### src/rtl/sdram_line_fetcher_if.sv
// Local (HPC II) read port between the line fetcher and the SDRAM controller.
interface sdram_line_fetcher_if #(
    parameter int ADDR_W = 24,
    parameter int DATA_W = 32
);
    logic              local_init_done;
    logic              local_ready;
    logic              local_read_req;
    logic              local_burstbegin;
    logic [ADDR_W-1:0] local_address;
    logic [6:0]        local_size;
    logic [DATA_W-1:0] local_rdata;
    logic              local_rdata_valid;

    modport master (
        input  local_init_done, local_ready, local_rdata, local_rdata_valid,
        output local_read_req, local_burstbegin, local_address, local_size
    );

    modport slave (
        output local_init_done, local_ready, local_rdata, local_rdata_valid,
        input  local_read_req, local_burstbegin, local_address, local_size
    );
endinterface

### src/rtl/sdram_line_fetcher.sv
// Fetches one line of words from SDRAM in credit-limited bursts and streams
// them out through a first-word-fall-through FIFO.
module sdram_line_fetcher #(
    parameter int ADDR_W     = 24,
    parameter int DATA_W     = 32,
    parameter int BURST_LEN  = 8,
    parameter int FIFO_DEPTH = 64,
    parameter int LEN_W      = 12
) (
    input  logic                 phy_clk,
    input  logic                 reset_phy_clk_n,
    input  logic                 start,
    input  logic [ADDR_W-1:0]    base_addr,
    input  logic [LEN_W-1:0]     line_beats,
    output logic                 busy,
    output logic                 done,
    output logic                 overflow_err,
    sdram_line_fetcher_if.master lb,
    output logic [DATA_W-1:0]    out_data,
    output logic                 out_valid,
    input  logic                 out_ready
);
    localparam int PTR_W = $clog2(FIFO_DEPTH);
    localparam int CNT_W = PTR_W + 1;
    localparam int SUM_W = CNT_W + 2;

    typedef enum logic [1:0] {
        S_IDLE,
        S_WAIT_INIT,
        S_ISSUE,
        S_DRAIN
    } state_t;

    state_t             state_q, state_d;
    logic [ADDR_W-1:0]  addr_q, addr_d;
    logic [LEN_W-1:0]   rem_q, rem_d;
    logic [CNT_W-1:0]   outst_q, outst_d;
    logic               pend_q, pend_d;
    logic               ovf_q, ovf_d;
    logic [PTR_W-1:0]   wr_ptr_q, wr_ptr_d;
    logic [PTR_W-1:0]   rd_ptr_q, rd_ptr_d;
    logic [CNT_W-1:0]   cnt_q, cnt_d;
    logic [DATA_W-1:0]  mem [FIFO_DEPTH];

    logic [6:0]         bl;
    logic               credit_ok;
    logic               req;
    logic               accept;
    logic               ret;
    logic               push;
    logic               pop;
    logic               full;

    always_comb begin
        bl = (rem_q < LEN_W'(BURST_LEN)) ? 7'(rem_q) : 7'(BURST_LEN);
        // Worst case: every beat in flight lands before anything is popped.
        credit_ok = (SUM_W'(cnt_q) + SUM_W'(outst_q) + SUM_W'(bl)) <= SUM_W'(FIFO_DEPTH);
        req    = (state_q == S_ISSUE) && (rem_q != '0) && credit_ok;
        accept = req && lb.local_ready;
        ret    = lb.local_rdata_valid && (outst_q != '0);
        full   = (cnt_q == CNT_W'(FIFO_DEPTH));
        pop    = out_valid && out_ready;
        push   = ret && (!full || pop);
    end

    always_comb begin
        state_d  = state_q;
        addr_d   = addr_q;
        rem_d    = rem_q;
        ovf_d    = ovf_q;
        done     = 1'b0;
        outst_d  = outst_q + (accept ? CNT_W'(bl) : '0) - (ret ? CNT_W'(1) : '0);
        pend_d   = req && !lb.local_ready;
        wr_ptr_d = push ? wr_ptr_q + PTR_W'(1) : wr_ptr_q;
        rd_ptr_d = pop ? rd_ptr_q + PTR_W'(1) : rd_ptr_q;
        cnt_d    = cnt_q + (push ? CNT_W'(1) : '0) - (pop ? CNT_W'(1) : '0);

        unique case (state_q)
            S_IDLE: begin
                if (start) begin
                    state_d = S_WAIT_INIT;
                    addr_d  = base_addr;
                    rem_d   = line_beats;
                    ovf_d   = 1'b0;
                end
            end
            S_WAIT_INIT: begin
                if (lb.local_init_done)
                    state_d = (rem_q == '0) ? S_DRAIN : S_ISSUE;
            end
            S_ISSUE: begin
                if (accept) begin
                    addr_d = addr_q + ADDR_W'(bl);
                    rem_d  = rem_q - LEN_W'(bl);
                    if (rem_q == LEN_W'(bl))
                        state_d = S_DRAIN;
                end
            end
            S_DRAIN: begin
                if (outst_q == '0) begin
                    state_d = S_IDLE;
                    done    = 1'b1;
                end
            end
            default: state_d = S_IDLE;
        endcase

        if (lb.local_rdata_valid && !push)
            ovf_d = 1'b1;
    end

    always_ff @(posedge phy_clk or negedge reset_phy_clk_n) begin
        if (!reset_phy_clk_n) begin
            state_q  <= S_IDLE;
            addr_q   <= '0;
            rem_q    <= '0;
            outst_q  <= '0;
            pend_q   <= 1'b0;
            ovf_q    <= 1'b0;
            wr_ptr_q <= '0;
            rd_ptr_q <= '0;
            cnt_q    <= '0;
        end else begin
            state_q  <= state_d;
            addr_q   <= addr_d;
            rem_q    <= rem_d;
            outst_q  <= outst_d;
            pend_q   <= pend_d;
            ovf_q    <= ovf_d;
            wr_ptr_q <= wr_ptr_d;
            rd_ptr_q <= rd_ptr_d;
            cnt_q    <= cnt_d;
        end
    end

    always_ff @(posedge phy_clk) begin
        if (push)
            mem[wr_ptr_q] <= lb.local_rdata;
    end

    // Request and its address/size derive from registers that only move on
    // acceptance, so they stay stable while the controller stalls.
    assign lb.local_read_req   = req;
    assign lb.local_burstbegin = req && !pend_q;
    assign lb.local_address    = addr_q;
    assign lb.local_size       = (state_q == S_ISSUE) ? bl : '0;

    assign busy         = (state_q != S_IDLE);
    assign overflow_err = ovf_q;
    assign out_valid    = (cnt_q != '0);
    assign out_data     = out_valid ? mem[rd_ptr_q] : '0;
endmodule

### src/flat_wrapper.sv
// flat-port wrapper written by rule: the top's interface ports become plain ports
module sdram_line_fetcher_flat 
#(
    parameter int ADDR_W     = 24,
    parameter int DATA_W     = 32,
    parameter int BURST_LEN  = 8,
    parameter int FIFO_DEPTH = 64,
    parameter int LEN_W      = 12
)
  (phy_clk, reset_phy_clk_n, start, base_addr, line_beats, busy, done, overflow_err, out_data, out_valid, out_ready, lb_local_init_done, lb_local_ready, lb_local_rdata, lb_local_rdata_valid, lb_local_read_req, lb_local_burstbegin, lb_local_address, lb_local_size);
  sdram_line_fetcher_if #(.ADDR_W(ADDR_W), .DATA_W(DATA_W)) lb_i ();
  input  logic phy_clk;
  input  logic reset_phy_clk_n;
  input  logic start;
  input  logic [ADDR_W-1:0] base_addr;
  input  logic [LEN_W-1:0] line_beats;
  output logic busy;
  output logic done;
  output logic overflow_err;
  output logic [DATA_W-1:0] out_data;
  output logic out_valid;
  input  logic out_ready;
  input wire logic [$bits(lb_i.local_init_done)-1:0] lb_local_init_done;
  input wire logic [$bits(lb_i.local_ready)-1:0] lb_local_ready;
  input wire logic [$bits(lb_i.local_rdata)-1:0] lb_local_rdata;
  input wire logic [$bits(lb_i.local_rdata_valid)-1:0] lb_local_rdata_valid;
  output wire logic [$bits(lb_i.local_read_req)-1:0] lb_local_read_req;
  output wire logic [$bits(lb_i.local_burstbegin)-1:0] lb_local_burstbegin;
  output wire logic [$bits(lb_i.local_address)-1:0] lb_local_address;
  output wire logic [$bits(lb_i.local_size)-1:0] lb_local_size;
  assign lb_i.local_init_done = lb_local_init_done;
  assign lb_i.local_ready = lb_local_ready;
  assign lb_i.local_rdata = lb_local_rdata;
  assign lb_i.local_rdata_valid = lb_local_rdata_valid;
  assign lb_local_read_req = lb_i.local_read_req;
  assign lb_local_burstbegin = lb_i.local_burstbegin;
  assign lb_local_address = lb_i.local_address;
  assign lb_local_size = lb_i.local_size;
  sdram_line_fetcher #(.ADDR_W(ADDR_W), .DATA_W(DATA_W), .BURST_LEN(BURST_LEN), .FIFO_DEPTH(FIFO_DEPTH), .LEN_W(LEN_W)) u_core (.phy_clk(phy_clk), .reset_phy_clk_n(reset_phy_clk_n), .start(start), .base_addr(base_addr), .line_beats(line_beats), .busy(busy), .done(done), .overflow_err(overflow_err), .lb(lb_i), .out_data(out_data), .out_valid(out_valid), .out_ready(out_ready));
endmodule
### config.mk
export PLATFORM = sky130hd
export DESIGN_NAME = sdram_line_fetcher_flat
export DESIGN_NICKNAME = d
export VERILOG_FILES = /design/src/rtl/sdram_line_fetcher_if.sv /design/src/rtl/sdram_line_fetcher.sv /design/src/flat_wrapper.sv
export SDC_FILE = /design/constraint.sdc
export NUM_CORES = 2
export LEC_CHECK = 0
export ABC_AREA = 1
export BUFFER_PORTS_ARGS = -buffer_cell sky130_fd_sc_hd__buf_2
export CORE_MARGIN = 2
export CORE_UTILIZATION = 60
export DETAILED_ROUTE_END_ITERATION = 12
export GPL_ROUTABILITY_DRIVEN = 0
export PLACE_DENSITY_LB_ADDON = 0.08
export SLEW_MARGIN = 30
export SYNTH_ARGS = -nofsm -noshare
export SYNTH_HDL_FRONTEND = slang
export SYNTH_SLANG_ARGS = --single-unit
### constraint.sdc
create_clock -name phy_clk -period 4.8 [get_ports phy_clk]
set_clock_uncertainty 0.2 [all_clocks]
set_input_delay 0.24 -clock phy_clk [delete_from_list [all_inputs] [get_ports phy_clk]]
set_output_delay 0.24 -clock phy_clk [all_outputs]
set_load 0.1 [all_outputs]
After elaboration in Yosys (flattened, before gate mapping)
Memory sizes are Yosys's and may differ from the RTL's.
Cells that the tools add are included.

cells by class
  eq/ne operators = 10
  multiplexer cells = 27
  reductions and logical operators = 27
  add/sub/neg operators = 10
  magnitude comparators = 2

operators by type and width
  cell                   count
  $mux W24               2
  $pmux W24 S2           1
  $mux W32               1
  $add A24 B7 Y24        1
  $mux W12               2
  $pmux W12 S2           1
  $mux W7                3
  $add A7 B7 Y7          2
  $reduce_bool A7 Y1     2
  $sub A7 B7 Y7          2
  $add A6 B1 Y6 const B  2
  $eq A12 B7 Y1          1
  $logic_not A12 Y1      1
  $lt A12 B4 Y1 const B  1
  $reduce_bool A12 Y1    1
  $sub A12 B7 Y12        1
  $mux W1                11
  $mux W2                5
  $add A9 B7 Y9          1
  $le A9 B7 Y1 const B   1
  $logic_and A1 B1 Y1    9
  $add A7 B7 Y8          1
  $pmux W2 S4            1
  $reduce_bool A2 Y1     4
  other kinds (12)       19

word-level totals
  logic and storage cells = 86
  output and inout port bits = 69
  input bits = 75
  bits in writable memories = 2048
  register bits = 66
  memories kept = 1

memory list
  name        words  bits a word  read ports  clocked after memory_dff  wr ports  RTL line                  source
  u_core.mem  64     32           1           0                         1         sdram_line_fetcher.sv:43  logic [DATA_W-1:0] mem [FIFO_DEPTH];

Logic depth before layout (Yosys ltp)
  depth after elaboration = 9
  mapped depth = 30
  gate-level depth less buffers = 30

Worst setup path after synthesis
No wires, ideal clock.

  path type = reg2reg
  start = register u_core.cnt_q[2]
  end = memory u_core.mem[63][0], enable pin
  cell stages (with the launch flop) = 10
  data required time = 4.137 ns
  setup time = 0.463 ns
  clock period less this slack = 4.810 ns
  arrival = 4.146 ns
  setup slack = -0.010 ns
  cell sequence = dfrtp_1 -> inv_1 -> ha_1 -> nand4_1 -> nor2_1 -> inv_1 -> nand2_1 -> nand3b_1 -> nand2_1 -> nor3_1

between the ends
  word-level cells in the longest chain between the ends = 6

RTL lines
  what                           RTL line                   source
  start: declaration             sdram_line_fetcher.sv:42   logic [CNT_W-1:0] cnt_q, cnt_d;
  start signal: assignment       sdram_line_fetcher.sv:132  cnt_q <= cnt_d;
  $reduce_bool A7 Y1             sdram_line_fetcher.sv:150  assign out_valid = (cnt_q != '0);
  via out_valid                  flat_wrapper.sv:21         output logic out_valid;
  $logic_and A1 B1 Y1            sdram_line_fetcher.sv:62   pop = out_valid && out_ready;
  $logic_or A1 B1 Y1             sdram_line_fetcher.sv:63   push = ret && (!full || pop);
  $logic_and A1 B1 Y1            sdram_line_fetcher.sv:63
  $mux W1                        sdram_line_fetcher.sv:137  if (push)
  $mux W1 (not written as such)  sdram_line_fetcher.sv:138  mem[wr_ptr_q] <= lb.local_rdata;
  end: declaration               sdram_line_fetcher.sv:43

The timed path passes the listed nets, and every way through them passes these cells.

Final worst setup path
  start = register u_core.rd_ptr_q[0]
  end = output port out_data[4]

between the ends
  word-level cells in the longest chain between the ends = 2

RTL lines
  what                      RTL line                   source
  start: declaration        sdram_line_fetcher.sv:41   logic [PTR_W-1:0] rd_ptr_q, rd_ptr_d;
  start signal: assignment  sdram_line_fetcher.sv:131  rd_ptr_q <= rd_ptr_d;
  $mem_v2 Z64 W32           --
  $mux W32                  sdram_line_fetcher.sv:151  assign out_data = out_valid ? mem[rd_ptr_q] : '0;
  end: declaration          flat_wrapper.sv:20         output logic [DATA_W-1:0] out_data;

Every way passes these cells.

==> flow_summary.ini <==
[pwr]
netSwitchingFraction = 0.4111
irDropWorstVdd_uv = 1279
p_sw_w = 0.02634
pwr-share-clk = 0.245
powerDensity_nw_per_um2 = 662.4
p_int_w = 0.03773
seq_power_share = 0.340
p_leak_nw = 31.82
p_comb_frac = 0.414

[sta]
hold_viol = 0
finalWorstSetupSlack_ps = 66.25
fmaxAchievable_mhz = 211.2
tns_ps = 0
slew_violations = 0
finalCriticalPeriod_ps = 4734
tightest_slew_ps = 950.0
setup_viol = 0
post-route-period-util = 0.9862
slew_headroom = 0.3649

[global_routing]
grt-ovfl-total = 0
grt_max_degree = 157
grt_pass1_wl_um = 350300
grt_pass1_vias = 54250
grt_use_total = 0.3242
antenna_found_initial = 6

[critical_path]
required_ps = 4360
path_buf_inv = 3
cp-start-kind = flop
end_kind = output port
slowest_stage = a21oi_1
cp_data_arrival_time_ps = 4290
max_stage_delay_ps = 620
path_max_fanout = 56
worstSetupStartpoint = u_core.rd_ptr_q[0]
crit_type = reg2out
path_common_cell = nand3_1
cp_top_family = buffers and inverters
path_cells = inv_8, buf_4, o21ai_0, o221ai_1, nand3_1, nand3_1, nand3_1, a21oi_1, buf_12
r2r-start = u_core.outst_q[2]

[finish]
drive_above_1_share = 0.1104
instances_no_fill = 8789
nNetsFinal = 6866
area_growth_pct = 14.25

[min_path]
hp-start = start
hold_path.class = in2reg

[clock_tree]
clk_pin_slew_worst_paths_ps = 60
clkLatencyLatePin_ps = 830
clockBufferDepth = 3
root_buffer = clkbuf_16
clkSinkCount = 2114
cts_tree = yes
tritoncts.num_buffers = 206
ctsHtreeMaxLevel = 4

[synth]
async_reset_ff_frac = 0.03122
synth_top_area_frac = 0.7264
syn_area_um2 = 84660
synth_cell_types = 50
yosysWarnings = 0
synth-main-ff-cell = edfxtp_1
yosys-top-cells-count = edfxtp_1, nor2_1, o21ai_0
yosys-top-cells-area = edfxtp_1, o21ai_0, nor2_1
synth.yosys.seq_area_share = 0.7460
syn_area_per_cell_um2 = 13.00
synth_edf_count = 2048
synth_area_leader_cell = edfxtp_1
yosysMostFrequentCell = edfxtp_1
syn_inst = 6514
ys_ff_latch = 2114

[die]
initial_core_util = 0.6060
io_pins = 144
die_h_um = 379.6
rows = 137
core_area_um2 = 139700
die_area_um2 = 144100
die_w_um = 379.6

[placement]
hpwl_um = 126500
port_buffers = 140
placedCellCount = 8308
dp_slack_ps = 107.7

[route]
wire_per_inst_um = 26.93
drc = 0
ant_nets = 0
drtIter0Drc = 7211
dr.pass1.iters = 6
via_per_inst = 6.460
routed_wl_um = 236700
dr_total_vias = 56780

[outcome]
status = completed

[run]
maxCapViolCount = 0
## worst paths after layout
check / depth (start not counted) / end / slack, ps
setup / recovery: 9 / out_data[4] / 70
hold / removal: 5 / u_core.overflow_err / 110
setup reg to reg: 28 / u_core.outst_q[5] / 380
hold reg to reg: 2 / u_core.lb.local_address[3] / 310
max in group asynchronous: 4 / u_core.rd_ptr_q[2] / 3600
min in group asynchronous: 4 / u_core.lb.local_address[7] / 400
## power groups by stage
stage	clock [W]	combinational (W)	sequential, W
6_report	0.0157	0.0265	0.0218
5_1_grt	0.0166	0.0283	0.0219
4_1_cts	0.0158	0.0261	0.0218
3_5_place_dp	0	0.0258	0.0222
3_3_place_gp	0	0.0254	0.0222
2_1_floorplan	0	0.0158	0.0226
## layout by cell type, fill, tap and decap left out, drive strengths merged, types with 149 or more instances in the layout
cell type / netlist / routed
nand3: 293 / 293
edfxtp: 2048 / 2048
o21ai: 1054 / 1054
clkbuf: 400 / 255
o22ai: 310 / 310
nor2: 1146 / 1146
buf: 59 / 369
o221ai: 203 / 203
a21oi: 149 / 149
nand2: 422 / 422
## metal layers
layer	global-route usage	wire length [um]
met1	0.4638	93280
met3	0.04966	22710
met5	0	22
met2	0.5033	110700
met4	0.1360	10000
## kinds of logic after synthesis
group,share of synthesized area
DFF,0.7460
and+or+nand+nor,0.09407
buffers and inverters,0.02647
other,0.00008871
AOI/OAI and AO/OA,0.1214
adders and majority gates,0.007951
xor gates and xnor gates,0.004035
## layout make-up
class / instances / area (um^2)
clock inverters: 123 / 1055
well taps: 1876 / 2347
fillers: 9590 / 42980
inverters: 113 / 454.2
multi-input cells: 3838 / 19890
diodes: 4 / 10.01
repair buffers: 466 / 4354
clock buffers: 255 / 5451
flip-flops and latches: 2114 / 63160
## what timing repair did
item,in CTS,in global routing
endpoints found under the hold margin,2111,0
setup endpoints to repair,0,7
hold buffers,98,0
buffers inserted,0,1
resized for setup,0,13
## stage by stage
stage / hold WS [ps] / instance area, um^2 / util / total power [W]
after detailed placement: 247.8 / 89130 / 0.6380 / 0.04797
after floorplan: -255.6 / 84700 / - / 0.03838
after global routing: 128.0 / 96710 / 0.6923 / 0.06669
after CTS: 56.24 / 96630 / 0.6917 / 0.06370
after global placement: 245.0 / 89030 / 0.6373 / 0.04754
final: 106.9 / 96720 / 0.6924 / 0.06407
## worst min-delay path: cells and delay by family
family / cells / cell delay (ps)
buf+inv: 2 / 650
compound gates: 1 / 70
simple gates: 2 / 130
## registers in the layout, indices dropped and copies added (netlist names)
name / count
u_core.outst_q: 7
u_core.rem_q: 12
u_core.mem: 2048
u_core.state_q: 2
u_core.cnt_q: 7
u_core.wr_ptr_q: 6
u_core.lb.local_address: 24
u_core.rd_ptr_q: 6
u_core.pend_q: 1
u_core.overflow_err: 1
Note: power is estimated with default switching activity, not from simulation.
